**src/rtl/fifo_rr_arbiter.sv**
```systemverilog
// fifo_rr_arbiter: drains four show-ahead input FIFOs into four destination
// output FIFOs, one word per cycle, with round-robin lane selection and
// per-lane starvation flags.
// Optional build macro: ARB_LANE0_PRIORITY_EN (lane 0 gets strict priority,
// lanes 1-3 round-robin among themselves).
//
// state | meaning
// ------+---------------------------------------------------------------
// IDLE  | datapath inactive; no grants, counters and rr_ptr hold
// RUN   | scheduling; grants issued while active=1
module fifo_rr_arbiter #(
   parameter int DATA_WIDTH   = 6,
   parameter int STARVE_LIMIT = 15
) (
   input  logic                    clk,
   input  logic                    rst,
   input  logic                    active,
   input  logic [3:0]              in_empty,
   input  logic [4*DATA_WIDTH-1:0] in_data,
   input  logic [3:0]              out_almost_full,
   output logic [3:0]              in_pop,
   output logic [3:0]              out_push,
   output logic [DATA_WIDTH-1:0]   out_data,
   output logic [1:0]              grant,
   output logic                    busy,
   output logic [3:0]              starve
);

   typedef enum logic {IDLE, RUN} state_t;

   localparam logic [3:0] LIMIT = 4'(STARVE_LIMIT);

   state_t          state;
   state_t          state_nxt;
   logic [1:0]      rr_ptr;
   logic [3:0]      wait_cnt [4];
   logic [1:0]      dest [4];
   logic [3:0]      elig;
   logic            gnt_vld;
   logic [1:0]      gnt_idx;
   logic [DATA_WIDTH-1:0] head_word;

   // Destination field and eligibility of each lane's head word
   always_comb begin
      for (int i = 0; i < 4; i++) begin
         dest[i] = in_data[i*DATA_WIDTH + DATA_WIDTH - 1 -: 2];
         elig[i] = !in_empty[i] && !out_almost_full[dest[i]];
      end
   end

   // Lane selection: first eligible lane starting at rr_ptr
   always_comb begin
      logic [1:0] lane;
      gnt_vld = 1'b0;
      gnt_idx = 2'd0;
      lane    = 2'd0;
      if (!rst && active && state == RUN) begin
`ifdef ARB_LANE0_PRIORITY_EN
         if (elig[0]) begin
            gnt_vld = 1'b1;
            gnt_idx = 2'd0;
         end
         for (int k = 0; k < 4; k++) begin
            lane = rr_ptr + 2'(k);
            if (!gnt_vld && lane != 2'd0 && elig[lane]) begin
               gnt_vld = 1'b1;
               gnt_idx = lane;
            end
         end
`else
         for (int k = 0; k < 4; k++) begin
            lane = rr_ptr + 2'(k);
            if (!gnt_vld && elig[lane]) begin
               gnt_vld = 1'b1;
               gnt_idx = lane;
            end
         end
`endif
      end
   end

   assign in_pop    = gnt_vld ? (4'b0001 << gnt_idx) : 4'b0000;
   assign busy      = gnt_vld;
   assign head_word = in_data[gnt_idx*DATA_WIDTH +: DATA_WIDTH];

   // State register
   always_ff @(posedge clk) begin
      if (rst) state <= IDLE;
      else     state <= state_nxt;
   end

   // Next-state logic: RUN tracks active, checked against registered state
   always_comb begin
      state_nxt = state;
      case (state)
         IDLE:    if (active)  state_nxt = RUN;
         RUN:     if (!active) state_nxt = IDLE;
         default: state_nxt = IDLE;
      endcase
   end

   // Output register stage and round-robin pointer
   always_ff @(posedge clk) begin
      if (rst) begin
         out_push <= 4'b0000;
         out_data <= '0;
         grant    <= 2'd0;
         rr_ptr   <= 2'd0;
      end else begin
         out_push <= gnt_vld ? (4'b0001 << dest[gnt_idx]) : 4'b0000;
         if (gnt_vld) begin
            out_data <= head_word;
            grant    <= gnt_idx;
`ifdef ARB_LANE0_PRIORITY_EN
            if (gnt_idx != 2'd0) rr_ptr <= gnt_idx + 2'd1;
`else
            rr_ptr <= gnt_idx + 2'd1;
`endif
         end
      end
   end

   // Per-lane wait counters and sticky starvation flags, frozen outside RUN
   always_ff @(posedge clk) begin
      if (rst) begin
         starve <= 4'b0000;
         for (int i = 0; i < 4; i++) wait_cnt[i] <= 4'd0;
      end else if (state == RUN) begin
         for (int i = 0; i < 4; i++) begin
            if (in_pop[i]) begin
               wait_cnt[i] <= 4'd0;
               starve[i]   <= 1'b0;
            end else if (in_empty[i]) begin
               wait_cnt[i] <= 4'd0;
            end else begin
               if (wait_cnt[i] != 4'hF) wait_cnt[i] <= wait_cnt[i] + 4'd1;
               if (wait_cnt[i] == 4'hF || (wait_cnt[i] + 4'd1) >= LIMIT)
                  starve[i] <= 1'b1;
            end
         end
      end
   end

endmodule

```
**config.mk**
```make
export PLATFORM = sky130hd
export DESIGN_NAME = fifo_rr_arbiter
export DESIGN_NICKNAME = d
export VERILOG_FILES = /design/src/rtl/fifo_rr_arbiter.sv
export SDC_FILE = /design/constraint.sdc
export NUM_CORES = 1
export LEC_CHECK = 0
export ABC_AREA = 0
export ABC_CLOCK_PERIOD_IN_PS = 6300
export CAP_MARGIN = 25
export CORE_UTILIZATION = 47
export DETAILED_ROUTE_END_ITERATION = 6
export PLACE_DENSITY = 0.78
export SKIP_LAST_GASP = 1
export SYNTH_ARGS = -nofsm -noshare
export SYNTH_HDL_FRONTEND = slang
export SYNTH_SLANG_ARGS = --single-unit
```
**constraint.sdc**
```tcl
create_clock -name clk -period 6.3 [get_ports clk]
set_input_delay 1.26 -clock clk [delete_from_list [all_inputs] [get_ports clk]]
set_output_delay 1.26 -clock clk [all_outputs]
set_load 0.005 [all_outputs]
```
==> summary.md <==
| Metric | Value |
|---|---|
| Diode count | 0 |
| Synthesized flop and latch total | 35 |
| Clock-pin transition on the worst setup and hold timing paths | 70 ps |
| Number of enable flip-flop cells after synthesis | 16 |
| Peak supply drop | slightly below 0.0001 V |
| GRT Overall Usage | 0.211 |
| Worst-margin pin slew | approximately 620 ps |
| Avg Synthesized Cell Area | 9.66 µm² |
| Antenna-violating nets left | 0 |
| Hold WC Path Type | register to register |
| Max-Cap Viols | 0 |
| Post-CTS Setup Bufs | 0 |
| Bufs and invs on worst path | 4 |
| Synth-to-Final Area Change | 31.9% |
| Dominant synthesized flop cell | dfxtp_1 |
| CP Cell Sequence | clkdlybuf4s50_1 -> mux4_2 -> or2_1 -> nor2_1 -> a31oi_1 -> o2111ai_1 -> inv_1 -> ha_1 -> nand2_1 -> inv_1 -> clkdlybuf4s50_1 |
| Leakage | roughly 1.1 nW |
| Sequential share of the synthesized area | 0.405 |
| Die H | 69.2 µm |
| Setup TNS | 0 ps |
| Startpoint types | input pin |
| Syn Nets | 267 |
| PostCTS Resize Cnt | 0 |
| Drt initial violations | 66 |
| Routability cong. | 0.916 |
| Netlist Area Pre-Place | 2120 µm² |
| Root Buffer | clkbuf_8 |
| Most common cell after layout, fill and taps aside | clkdlybuf4s50_1 |
| Routed WL per cell | 14.2 µm |
| CTS tree | done |
| CTS Buf Count | 5 |
| Final hold vios | 0 |
| H-tree Lvls | 2 |
| Crit. End Element | output port |
| CP max-delay cell | o2111ai_1 |
| DRC | 0 |
| Status | complete, no violations |
| Core footprint | 4350 µm² |
| Post-DP HPWL | about 3700 µm |
| Largest net degree at the start of global routing | 14 |
| DR vias/cell | 5.54 |
| Clock Path Buffers | 2 |
| Final instance area | 2800 µm² |
| Final Cycle Share | 0.900 |
| Number of global-route vias before repair | 1,825 |
| Synth cell types | 44 |
| Drt total wl | between 4000 and 5000 µm |
| Share of post-route cells with drive strength above 1 | 0.0714 |
| Mapped Cells | 220 |
| Die area | 4790 µm² |
| Skew-Pair Late Insertion Delay | 290 ps |
| Post-layout min period | 5670 ps |
| Worst-case clock skew | 4.33 ps |
| Placed inst area | 2720 µm² |
| Crit path kind | input pin to output port |
| Largest fanout on the critical path | 8 |
| CTS Sinks | 35 |
| Final setup fails | 0 |
| Hold buffers post-CTS | 0 |
| Post-synth ARST share | 0 |
| Power Dens Cells | 178 nW/µm² |
| Crit path DAT | ~4400 ps |
| Slew Limit Fails | 0 |
| Initial antenna violation count | 0 |
| Most frequent cells in the layout | clkdlybuf4s50_1 (55), nor2_1 (33), nand2_1 (19), dfxtp_1 (19), edfxtp_1 (16) |
| Crit path largest cell delay | 540 ps |
| Total grt overflow | 0 |
| DIE WIDTH | 69.2 µm |
| Unrepaired setup endpoints after global routing | false |
| First-pass GRT wire length | 8030 µm |
| Row count | 24 |
| YS warnings | 0 |
| Worst endpoint required time | around 5000 ps |
| Vias | 1,839 |
| Max-slew headroom | 0.587 |
| # IOs | 56 |
| Nets@finish | 326 |
| Peak Freq | about 180 MHz |
| Starting Density | 0.488 |
| Crit path max-delay family | buffers and inverters |
| 1st-pass router iterations | 4 |
| Port buffer count | 55 |
logic make-up (layout without fill, tap and decap cells):
kind of cell,after synthesis,in the layout,synth area share
flops,35,35,0.405
compound gates,43,43,0.147
xor+xnor,8,8,0.0330
buf+inv,18,78,0.0418
fa+ha+maj,12,12,0.0707
simple gates,85,85,0.187
mux,19,19,0.115
per-layer routing:
layer	wire length (µm)	global-route usage	vias to the layer above	share of wire
met4	89	0.109	0	0.019
met5	0	0	-	0
met1	1970	0.249	850	0.42
li1	-	-	911	-
met3	356	0.0509	8	0.075
met2	2320	0.355	70	0.49
power by group:
part / total, mW / switching [mW] / internal, mW
clock: 0.157 / 0.0816 / 0.0755
combinational: 0.0849 / 0.0372 / 0.0477
sequential: 0.257 / 0.00942 / 0.248
state kept, by name, summed over array words and instances, names as in the netlist:
register  count
grant         2
out_data      6
out_push      4
rr_ptr        2
starve        4
state         1
wait_cnt     16
area by class of cell:
type	instances	area, µm²
Clock buffer	5	68.8
Sequential cell	35	861
Multi-Input combinational cell	167	1170
Clock inverter	3	15.0
Tap cell	52	65.1
Inverter	12	45.0
Fill cell	365	1550
Timing Repair Buffer	58	573
through the flow:
step	util	power [mW]	instances	worst slack, ps	hold slack, ps
global route	0.644	0.524	332	451	505
global placement	0.624	0.345	324	672	447
floorplan	-	0.306	220	1770	453
CTS	0.644	0.504	332	646	467
detailed placement	0.624	0.347	324	647	453
finish	0.644	0.499	332	627	464
synthesized netlist by cell type, drive strengths merged (2+ instances only):
| cell | n | share of area |
|---|---|---|
| nor2 | 33 | 0.058 |
| dfxtp | 19 | 0.18 |
| nand2 | 19 | 0.034 |
| edfxtp | 16 | 0.23 |
| mux2i | 14 | 0.066 |
| a21oi | 12 | 0.028 |
| ha | 12 | 0.071 |
| inv | 12 | 0.021 |
| nand3 | 12 | 0.028 |
| o21ai | 7 | 0.016 |
| buf | 5 | 0.019 |
| o221ai | 5 | 0.021 |
| a21boi | 4 | 0.014 |
| mux4 | 4 | 0.042 |
| nor4b | 4 | 0.016 |
| xnor2 | 4 | 0.016 |
| xor2 | 4 | 0.016 |
| and2 | 3 | 0.0088 |
| nand2b | 3 | 0.0088 |
| nor3 | 3 | 0.0071 |
| or2 | 3 | 0.0088 |
| a311o | 2 | 0.0094 |
| o21bai | 2 | 0.0071 |
worst reg2reg max path, delay by kind of cell, from the launching register on:
family          cells  cell delay (ps)
compound gates      3              620
simple gates        5              940
flops               1              450
fa+ha+maj           1              330
final timing paths:
kind | startpoint | endpoint | slack (ps) | cells past startpoint
min | out_data[4]$_SDFFE_PP0P_ | out_data[4]$_SDFFE_PP0P_ | 460 | 2
max reg2reg | rr_ptr[0]$_SDFFE_PP0P_ | wait_cnt[1][3]$_SDFFCE_PN0P_ | 3810 | 9
max | in_data[4] | in_pop[3] | 630 | 11
min reg2reg | out_data[4]$_SDFFE_PP0P_ | out_data[4]$_SDFFE_PP0P_ | 460 | 2
Note: power is estimated with default switching activity, not from simulation.
